**src/rtl/multicycle_ctrl_if.sv**
```systemverilog
// Handshake and control bundle between the multicycle sequencing controller
// and the datapath/memory side. master = controller, slave = datapath.
interface multicycle_ctrl_if;
  logic [1:0] Op;
  logic [5:0] Funct;
  logic       MemReady;
  logic       IRWrite;
  logic       AdrSrc;
  logic       ALUSrcA;
  logic [1:0] ALUSrcB;
  logic [1:0] ResultSrc;
  logic       ALUOp;
  logic       NextPC;
  logic       RegW;
  logic       MemW;
  logic       Branch;
  logic       InstrDone;
  logic [3:0] State;

  modport master (
    input  Op, Funct, MemReady,
    output IRWrite, AdrSrc, ALUSrcA, ALUSrcB, ResultSrc, ALUOp,
           NextPC, RegW, MemW, Branch, InstrDone, State
  );

  modport slave (
    output Op, Funct, MemReady,
    input  IRWrite, AdrSrc, ALUSrcA, ALUSrcB, ResultSrc, ALUOp,
           NextPC, RegW, MemW, Branch, InstrDone, State
  );
endinterface

```
**src/rtl/multicycle_ctrl.sv**
```systemverilog
// Multicycle instruction sequencer: walks FETCH/DECODE/execute/writeback and
// decodes datapath controls from the state, stalling on the memory handshake.
module multicycle_ctrl (
  input  logic              clk,
  input  logic              reset,
  multicycle_ctrl_if.master bus
);

  typedef enum logic [3:0] {
    FETCH    = 4'd0,
    DECODE   = 4'd1,
    MEMADR   = 4'd2,
    MEMRD    = 4'd3,
    MEMWB    = 4'd4,
    MEMWR    = 4'd5,
    EXECUTER = 4'd6,
    EXECUTEI = 4'd7,
    ALUWB    = 4'd8,
    BRANCH   = 4'd9
  } state_t;

  state_t state;

  always_ff @(posedge clk or negedge reset) begin
    if (!reset) begin
      state <= FETCH;
    end else begin
      case (state)
        FETCH:    if (bus.MemReady) state <= DECODE;
        DECODE: begin
          case (bus.Op)
            2'b00:   state <= bus.Funct[5] ? EXECUTEI : EXECUTER;
            2'b01:   state <= MEMADR;
            2'b10:   state <= BRANCH;
            default: state <= FETCH;
          endcase
        end
        MEMADR:   state <= bus.Funct[0] ? MEMRD : MEMWR;
        MEMRD:    if (bus.MemReady) state <= MEMWB;
        MEMWB:    state <= FETCH;
        MEMWR:    if (bus.MemReady) state <= FETCH;
        EXECUTER: state <= ALUWB;
        EXECUTEI: state <= ALUWB;
        ALUWB:    state <= FETCH;
        BRANCH:   state <= FETCH;
        default:  state <= FETCH;
      endcase
    end
  end

  assign bus.State = state;

  // Outputs are gated by reset so everything (MemW included) drops the
  // instant reset asserts, without waiting for a clock.
  always_comb begin
    bus.IRWrite   = 1'b0;
    bus.AdrSrc    = 1'b0;
    bus.ALUSrcA   = 1'b0;
    bus.ALUSrcB   = 2'b00;
    bus.ResultSrc = 2'b00;
    bus.ALUOp     = 1'b0;
    bus.NextPC    = 1'b0;
    bus.RegW      = 1'b0;
    bus.MemW      = 1'b0;
    bus.Branch    = 1'b0;
    bus.InstrDone = 1'b0;
    if (reset) begin
      case (state)
        FETCH: begin
          bus.ALUSrcA   = 1'b1;
          bus.ALUSrcB   = 2'b10;
          bus.ResultSrc = 2'b10;
          bus.IRWrite   = bus.MemReady;
          bus.NextPC    = bus.MemReady;
        end
        DECODE: begin
          bus.ALUSrcA   = 1'b1;
          bus.ALUSrcB   = 2'b10;
          bus.ResultSrc = 2'b10;
          bus.InstrDone = (bus.Op == 2'b11);
        end
        MEMADR: begin
          bus.ALUSrcB   = 2'b01;
        end
        MEMRD: begin
          bus.AdrSrc    = 1'b1;
        end
        MEMWB: begin
          bus.ResultSrc = 2'b01;
          bus.RegW      = 1'b1;
          bus.InstrDone = 1'b1;
        end
        MEMWR: begin
          bus.AdrSrc    = 1'b1;
          bus.MemW      = 1'b1;
          bus.InstrDone = bus.MemReady;
        end
        EXECUTER: begin
          bus.ALUOp     = 1'b1;
        end
        EXECUTEI: begin
          bus.ALUSrcB   = 2'b01;
          bus.ALUOp     = 1'b1;
        end
        ALUWB: begin
          // CMP only sets flags; every other data-processing op writes back.
          bus.RegW      = (bus.Funct[4:1] != 4'b1010);
          bus.InstrDone = 1'b1;
        end
        BRANCH: begin
          bus.ALUSrcB   = 2'b01;
          bus.ResultSrc = 2'b10;
          bus.Branch    = 1'b1;
          bus.InstrDone = 1'b1;
        end
        default: begin
          bus.IRWrite   = 1'b0;
        end
      endcase
    end
  end

endmodule

```
**src/flat_wrapper.sv**
```systemverilog
// flat-port wrapper written by rule: the top's interface ports become plain ports
module multicycle_ctrl_flat 
  (clk, reset, bus_Op, bus_Funct, bus_MemReady, bus_IRWrite, bus_AdrSrc, bus_ALUSrcA, bus_ALUSrcB, bus_ResultSrc, bus_ALUOp, bus_NextPC, bus_RegW, bus_MemW, bus_Branch, bus_InstrDone, bus_State);
  multicycle_ctrl_if bus_i ();
  input  logic clk;
  input  logic reset;
  input wire logic [$bits(bus_i.Op)-1:0] bus_Op;
  input wire logic [$bits(bus_i.Funct)-1:0] bus_Funct;
  input wire logic [$bits(bus_i.MemReady)-1:0] bus_MemReady;
  output wire logic [$bits(bus_i.IRWrite)-1:0] bus_IRWrite;
  output wire logic [$bits(bus_i.AdrSrc)-1:0] bus_AdrSrc;
  output wire logic [$bits(bus_i.ALUSrcA)-1:0] bus_ALUSrcA;
  output wire logic [$bits(bus_i.ALUSrcB)-1:0] bus_ALUSrcB;
  output wire logic [$bits(bus_i.ResultSrc)-1:0] bus_ResultSrc;
  output wire logic [$bits(bus_i.ALUOp)-1:0] bus_ALUOp;
  output wire logic [$bits(bus_i.NextPC)-1:0] bus_NextPC;
  output wire logic [$bits(bus_i.RegW)-1:0] bus_RegW;
  output wire logic [$bits(bus_i.MemW)-1:0] bus_MemW;
  output wire logic [$bits(bus_i.Branch)-1:0] bus_Branch;
  output wire logic [$bits(bus_i.InstrDone)-1:0] bus_InstrDone;
  output wire logic [$bits(bus_i.State)-1:0] bus_State;
  assign bus_i.Op = bus_Op;
  assign bus_i.Funct = bus_Funct;
  assign bus_i.MemReady = bus_MemReady;
  assign bus_IRWrite = bus_i.IRWrite;
  assign bus_AdrSrc = bus_i.AdrSrc;
  assign bus_ALUSrcA = bus_i.ALUSrcA;
  assign bus_ALUSrcB = bus_i.ALUSrcB;
  assign bus_ResultSrc = bus_i.ResultSrc;
  assign bus_ALUOp = bus_i.ALUOp;
  assign bus_NextPC = bus_i.NextPC;
  assign bus_RegW = bus_i.RegW;
  assign bus_MemW = bus_i.MemW;
  assign bus_Branch = bus_i.Branch;
  assign bus_InstrDone = bus_i.InstrDone;
  assign bus_State = bus_i.State;
  multicycle_ctrl u_core (.clk(clk), .reset(reset), .bus(bus_i));
endmodule
```
**config.mk**
```make
export PLATFORM = sky130hd
export DESIGN_NAME = multicycle_ctrl_flat
export DESIGN_NICKNAME = d
export VERILOG_FILES = /design/src/rtl/multicycle_ctrl_if.sv /design/src/rtl/multicycle_ctrl.sv /design/src/flat_wrapper.sv
export SDC_FILE = /design/constraint.sdc
export NUM_CORES = 1
export LEC_CHECK = 0
export ABC_CLOCK_PERIOD_IN_PS = 1950
export CORE_AREA = 2 2 39 41
export CTS_BUF_LIST = sky130_fd_sc_hd__clkbuf_2
export CTS_CLUSTER_DIAMETER = 200
export DETAILED_ROUTE_END_ITERATION = 8
export DIE_AREA = 0 0 41 43
export HOLD_SLACK_MARGIN = 0.08
export PLACE_DENSITY = 0.76
export SLEW_MARGIN = 5
export SYNTH_ARGS = -nofsm -noshare
export SYNTH_HDL_FRONTEND = slang
export SYNTH_SLANG_ARGS = --single-unit
```
**constraint.sdc**
```tcl
create_clock -name clk -period 1.95 [get_ports clk]
set_clock_uncertainty 0.05 [all_clocks]
set_input_delay 0.2925 -clock clk [delete_from_list [all_inputs] [get_ports clk]]
set_output_delay 0.2925 -clock clk [all_outputs]
set_load 0.02 [all_outputs]
```
Yosys cells after proc, flatten, opt, wreduce, memory -nomap -nowiden
Index checks and enable logic that the tools add are counted.
{ "totals": {"regBits": 4, "inputBits": 11, "mem_bits_ro": 0, "output_inout_bits": 17, "mem_bits_rw": 0, "n_memories": 0, "elab_cells": 53, "latch_bits": 0} }
{ "classes": {"eq_ne": 16, "multipliers": 0, "n_bitwise": 0, "n_mux": 27, "magnitude_cmp": 0, "addsub": 0, "shifts": 0, "n_div": 0, "reduce_logical": 9} }
{ "ops": {"columns": ["cell", "n"], "rows": [
  ["$pmux W4 S6", 1],
  ["$eq A4 B3 Y1 const B", 4],
  ["$mux W1", 15],
  ["$mux W4", 3],
  ["$pmux W4 S3", 1],
  ["$reduce_or A3 Y1", 3],
  ["$eq A4 B2 Y1 const B", 2],
  ["$eq A4 B4 Y1 const B", 2],
  ["$pmux W2 S2", 2],
  ["$ne A2 B2 Y1 const B", 3],
  ["$reduce_or A2 Y1", 3],
  ["$eq A2 B2 Y1 const B", 2],
  ["$eq A4 B1 Y1 const B", 1],
  ["$logic_not A4 Y1", 1],
  ["$mux W2", 2],
  ["$ne A4 B4 Y1 const B", 1],
  ["$mux W3", 1],
  ["$pmux W1 S3", 1],
  ["$reduce_and A3 Y1", 1],
  ["$eq A2 B1 Y1 const B", 1],
  ["$logic_not A2 Y1", 1],
  ["$pmux W1 S2", 1]
]} }

Longest topological paths before layout
Gate-level depths: netlist of the first run.
{ "logic_depth": {"depth_word": 4, "ltp_mapped": 5, "mapped_depth_nobuf": 4} }

Worst setup path after synthesis of the first run
No wires, ideal clock.
{ "synth_path": {"kind": "register -> output", "start": "register u_core.state[1] (netlist: u_core.bus.State[1])", "end": "output port bus_NextPC", "path_stages_with_launch": 6, "required_ns": 1.607, "setup_slack_ns": -0.088, "n_path_buf": 3, "arrival_time_ns": 1.696, "path_cell_list": "dfrtp_1 > buf_6 > nand2b_1 > buf_2 > nor3_1 > buf_4"} }
{ "synth_between": {"elab_chain_len": 3} }
{ "synth_rtl": {"columns": ["element", "line_no", "text"], "rows": [
  ["start: declaration", "multicycle_ctrl.sv:22", "state_t state;"],
  ["start signal: assignment", "multicycle_ctrl.sv:32", "2'b00: state <= bus.Funct[5] ? EXECUTEI : EXECUTER;"],
  ["start signal: assignment", "multicycle_ctrl.sv:38", "MEMADR: state <= bus.Funct[0] ? MEMRD : MEMWR;"],
  ["$logic_not A4 Y1", null, null],
  ["$mux W1 (2 in a row)", null, null],
  ["end: declaration", "flat_wrapper.sv:16", "output wire logic [$bits(bus_i.NextPC)-1:0] bus_NextPC;"]
]} }
Every way passes these cells.

Worst setup path in the final report of the first run
{ "layout_path": {"start": "input port reset", "end": "output port bus_AdrSrc"} }
{ "layout_between": {"elab_chain_len": 1} }
{ "layout_rtl": {"columns": ["element", "line_no", "text"], "rows": [
  ["start: declaration", "flat_wrapper.sv:6", "input logic reset;"],
  ["$mux W1", "multicycle_ctrl.sv:67", "if (reset) begin"],
  ["end: declaration", "flat_wrapper.sv:11", "output wire logic [$bits(bus_i.AdrSrc)-1:0] bus_AdrSrc;"]
]} }
Every way passes these cells.

==> reports/qor.txt, run 1 <==
Core Rows = 14
Hold crit path type = in -> async
Layout net count = 117
Fraction of layout cells with a size suffix above 1 = 0.2500
Inserted Diodes = 0
H-tree depth = 1
Max-cap check violation count = 0
All-Layer GR Usage = 0.1857
Routability cong. = 0.8198
Max Slew Vio Count = 0
Total CTS buffers = 3
Initial core utilization = 0.3391
Crit-path leading delay family = buffers and inverters
Clock buffer depth = 2
Max reg flops = 4
Setup Viol. Count Final = 0
I/O Buffers = 27
Power per cell area = 1354 nW/µm²
Fin crit share = 0.9468
Status = completed
Remaining antenna violation count = 0
Cells after DPL = 117
Final total power = 1.149 mW
Rel. slew slack = 0.8168
Via count = 575
Non-filler cells in the finished layout = 120
Synth Cell Area = 469.2 µm²
Core area = 1384 µm²
Area grow syn2layout = 80.80%
CP Class = in -> out
Hpwl dp = 1137 µm
Die X = 41 µm
Syn_nets = 75
RSZ-0062 raised after global routing = no
Drt via density = 4.792
DR iter-0 viols = 4
Worst setup SP type = input pin
Sequential share of the synthesized area = 0.2133
Chip height = 43 µm
Routed wire length = 1378 µm
Critical R2R Capture = u_core.bus.State[2]
Root buffer cell = clkbuf_2
Worst Path Max Fanout = 7
DR WL/cell = 11.48 µm
Detailed-route DRC error count = 0
Fillers = 141
Hold Buf Count CTS = 0
Reg2reg start = u_core.bus.State[0]
GRT overflow = 0
Critical Path, Cell by Cell = clkdlybuf4s50_1, buf_4, nand2_1, nor3_1, dlygate4sd2_1
Max stage delay on crit path = 0.50 ns
Clk_lat worst skew = 0.20 ns
CP bufs+invs = 3
Final Hold Viols = 0
Reg2Reg Setup Slack = 0.63 ns
LEAKAGE = 0.4131 nW
Nature of the critical path endpoint = primary output
Die Area = 1763 µm²
Worst-margin pin slew = 0.2711 ns
Mapped Cells = 64
#FFs+latches synth = 4
WP data required = 1.61 ns
Synth warnings = 0
Peak supply drop = 0.0005660 V
Largest net degree at the start of global routing = 9
Initial antenna violation count = 0
CTS sink count = 4
TritonCTS clock tree = built
First-pass GRT wire length = 2311 µm
WP data arrival = 1.50 ns
Fmax = 541.6 MHz
Clock transition at the registers of the reported paths = 0.05 ns
Yosys cell types = 26
Reg2reg path depth = 5
Synthesized area per cell = 7.331 µm²
Drt pass-1 iters = 4
Top Ports = 28
Vias in the first global route = 550
Slowest stage cell, crit path = clkdlybuf4s50_1
Minimum clock period = 1.846 ns
==> cells in the final DEF (no fill, tap or decap), drive strengths merged, types with 2 or more instances in the layout <==
master and n:
nor3 8, dfrtp 4, clkdlybuf4s15 2, nor2b 6, dlygate4sd2 11, a21oi 5
clkdlybuf4s50 14, buf 17, clkbuf 3, and2b 4, nor2 9, o21ai 4
nand2 4
==> Yosys cell counts <==
cell type  n  area [µm²]
nor2_1     9       33.78
nor3_1     8       40.04
nor2b_1    6       37.54
buf_4      5       37.54
a21oi_1    4       20.02
and2b_1    4       30.03
dfrtp_1    4       100.1
nand2_1    4       15.01
o21ai_0    2       10.01
o21ai_1    2       10.01
a211o_1    1       8.760
a21oi_2    1       8.760
a31oi_1    1       6.260
and2_1     1       6.260
and3_1     1       6.260
buf_2      1       5.000
buf_6      1       11.26
mux2i_1    1       10.01
nand2b_1   1       6.260
nand3_1    1       5.000
nand4bb_1  1       11.26
nor4bb_1   1       10.01
o221ai_2   1       15.01
o22a_1     1       8.760
or2b_1     1       7.510
xnor2_1    1       8.760
==> cells by family (layout without fill, tap and decap cells) <==
family	after synthesis	after routing	synth area share
compound gates	13	13	0.1867
xor+xnor	1	1	0.01867
buf+inv	7	47	0.1147
flops	4	4	0.2133
mux	1	1	0.02133
simple gates	38	38	0.4454
==> through the flow <==
stage	area [µm²]	hold slack [ns]	TNS (ns)	utilization	worst slack [ns]
6_report	848.3	0.3740	0	0.6130	0.1037
3_5_place_dp	843.3	0.5685	-2.250	0.6094	-0.2561
3_3_place_gp	843.3	0.5503	-1.810	0.6094	-0.1949
4_1_cts	842.1	0.3455	0	0.6085	0.03913
5_1_grt	848.3	0.3779	0	0.6130	0.003776
2_1_floorplan	479.2	-0.05309	0	-	0.1338
==> power by group <==
part	internal [mW]	switching (mW)	total [mW]
combinational	0.453	0.444	0.897
sequential	0.122	0.0556	0.177
clock	0.0414	0.0332	0.0746
==> routing by layer <==
layer  GRT usage  part of all wire  up-vias
li1            -                 -      300
met1      0.2222              0.41      256
met2      0.3250              0.53       19
met3           0             0.062        0
met4     0.08000                 0        0
met5           0                 0        -
==> how the worst max path moves through the flow <==
stage	startpoint	endpoint	slack [ns]	cells after the start
final	reset	bus_AdrSrc	0.10	5
after global routing	u_core.bus.State[2]	bus_RegW	0.004	5
after CTS	reset	bus_IRWrite	0.04	4
after detailed placement	reset	bus_IRWrite	-0.26	4
after global placement	reset	bus_IRWrite	-0.19	4
after floorplan	u_core.bus.State[1]	bus_NextPC	0.13	5
==> what timing repair did <==
action | CTS | global route
pin swaps | 0 | 0
buffers inserted | 0 | 0
endpoints found under the setup margin | 13 | 4
resized for setup | 13 | 4
==> final cells by class <==
type / count / area [µm²] / area share
timing repair buffer: 44 / 384.1 / 0.4528
sequential: 4 / 101.3 / 0.1195
tap: 16 / 20.02 / 0.02360
multi-input combinational: 53 / 327.8 / 0.3864
clock buffer: 3 / 15.01 / 0.01770
(Power assumes the default switching activity.)
==> run 2, diff against run 1 <==
CTS_CLUSTER_SIZE = 40   (was unset)
==> results of run 2 <==
Final layout, timing and power as in run 1 (identical DEF).
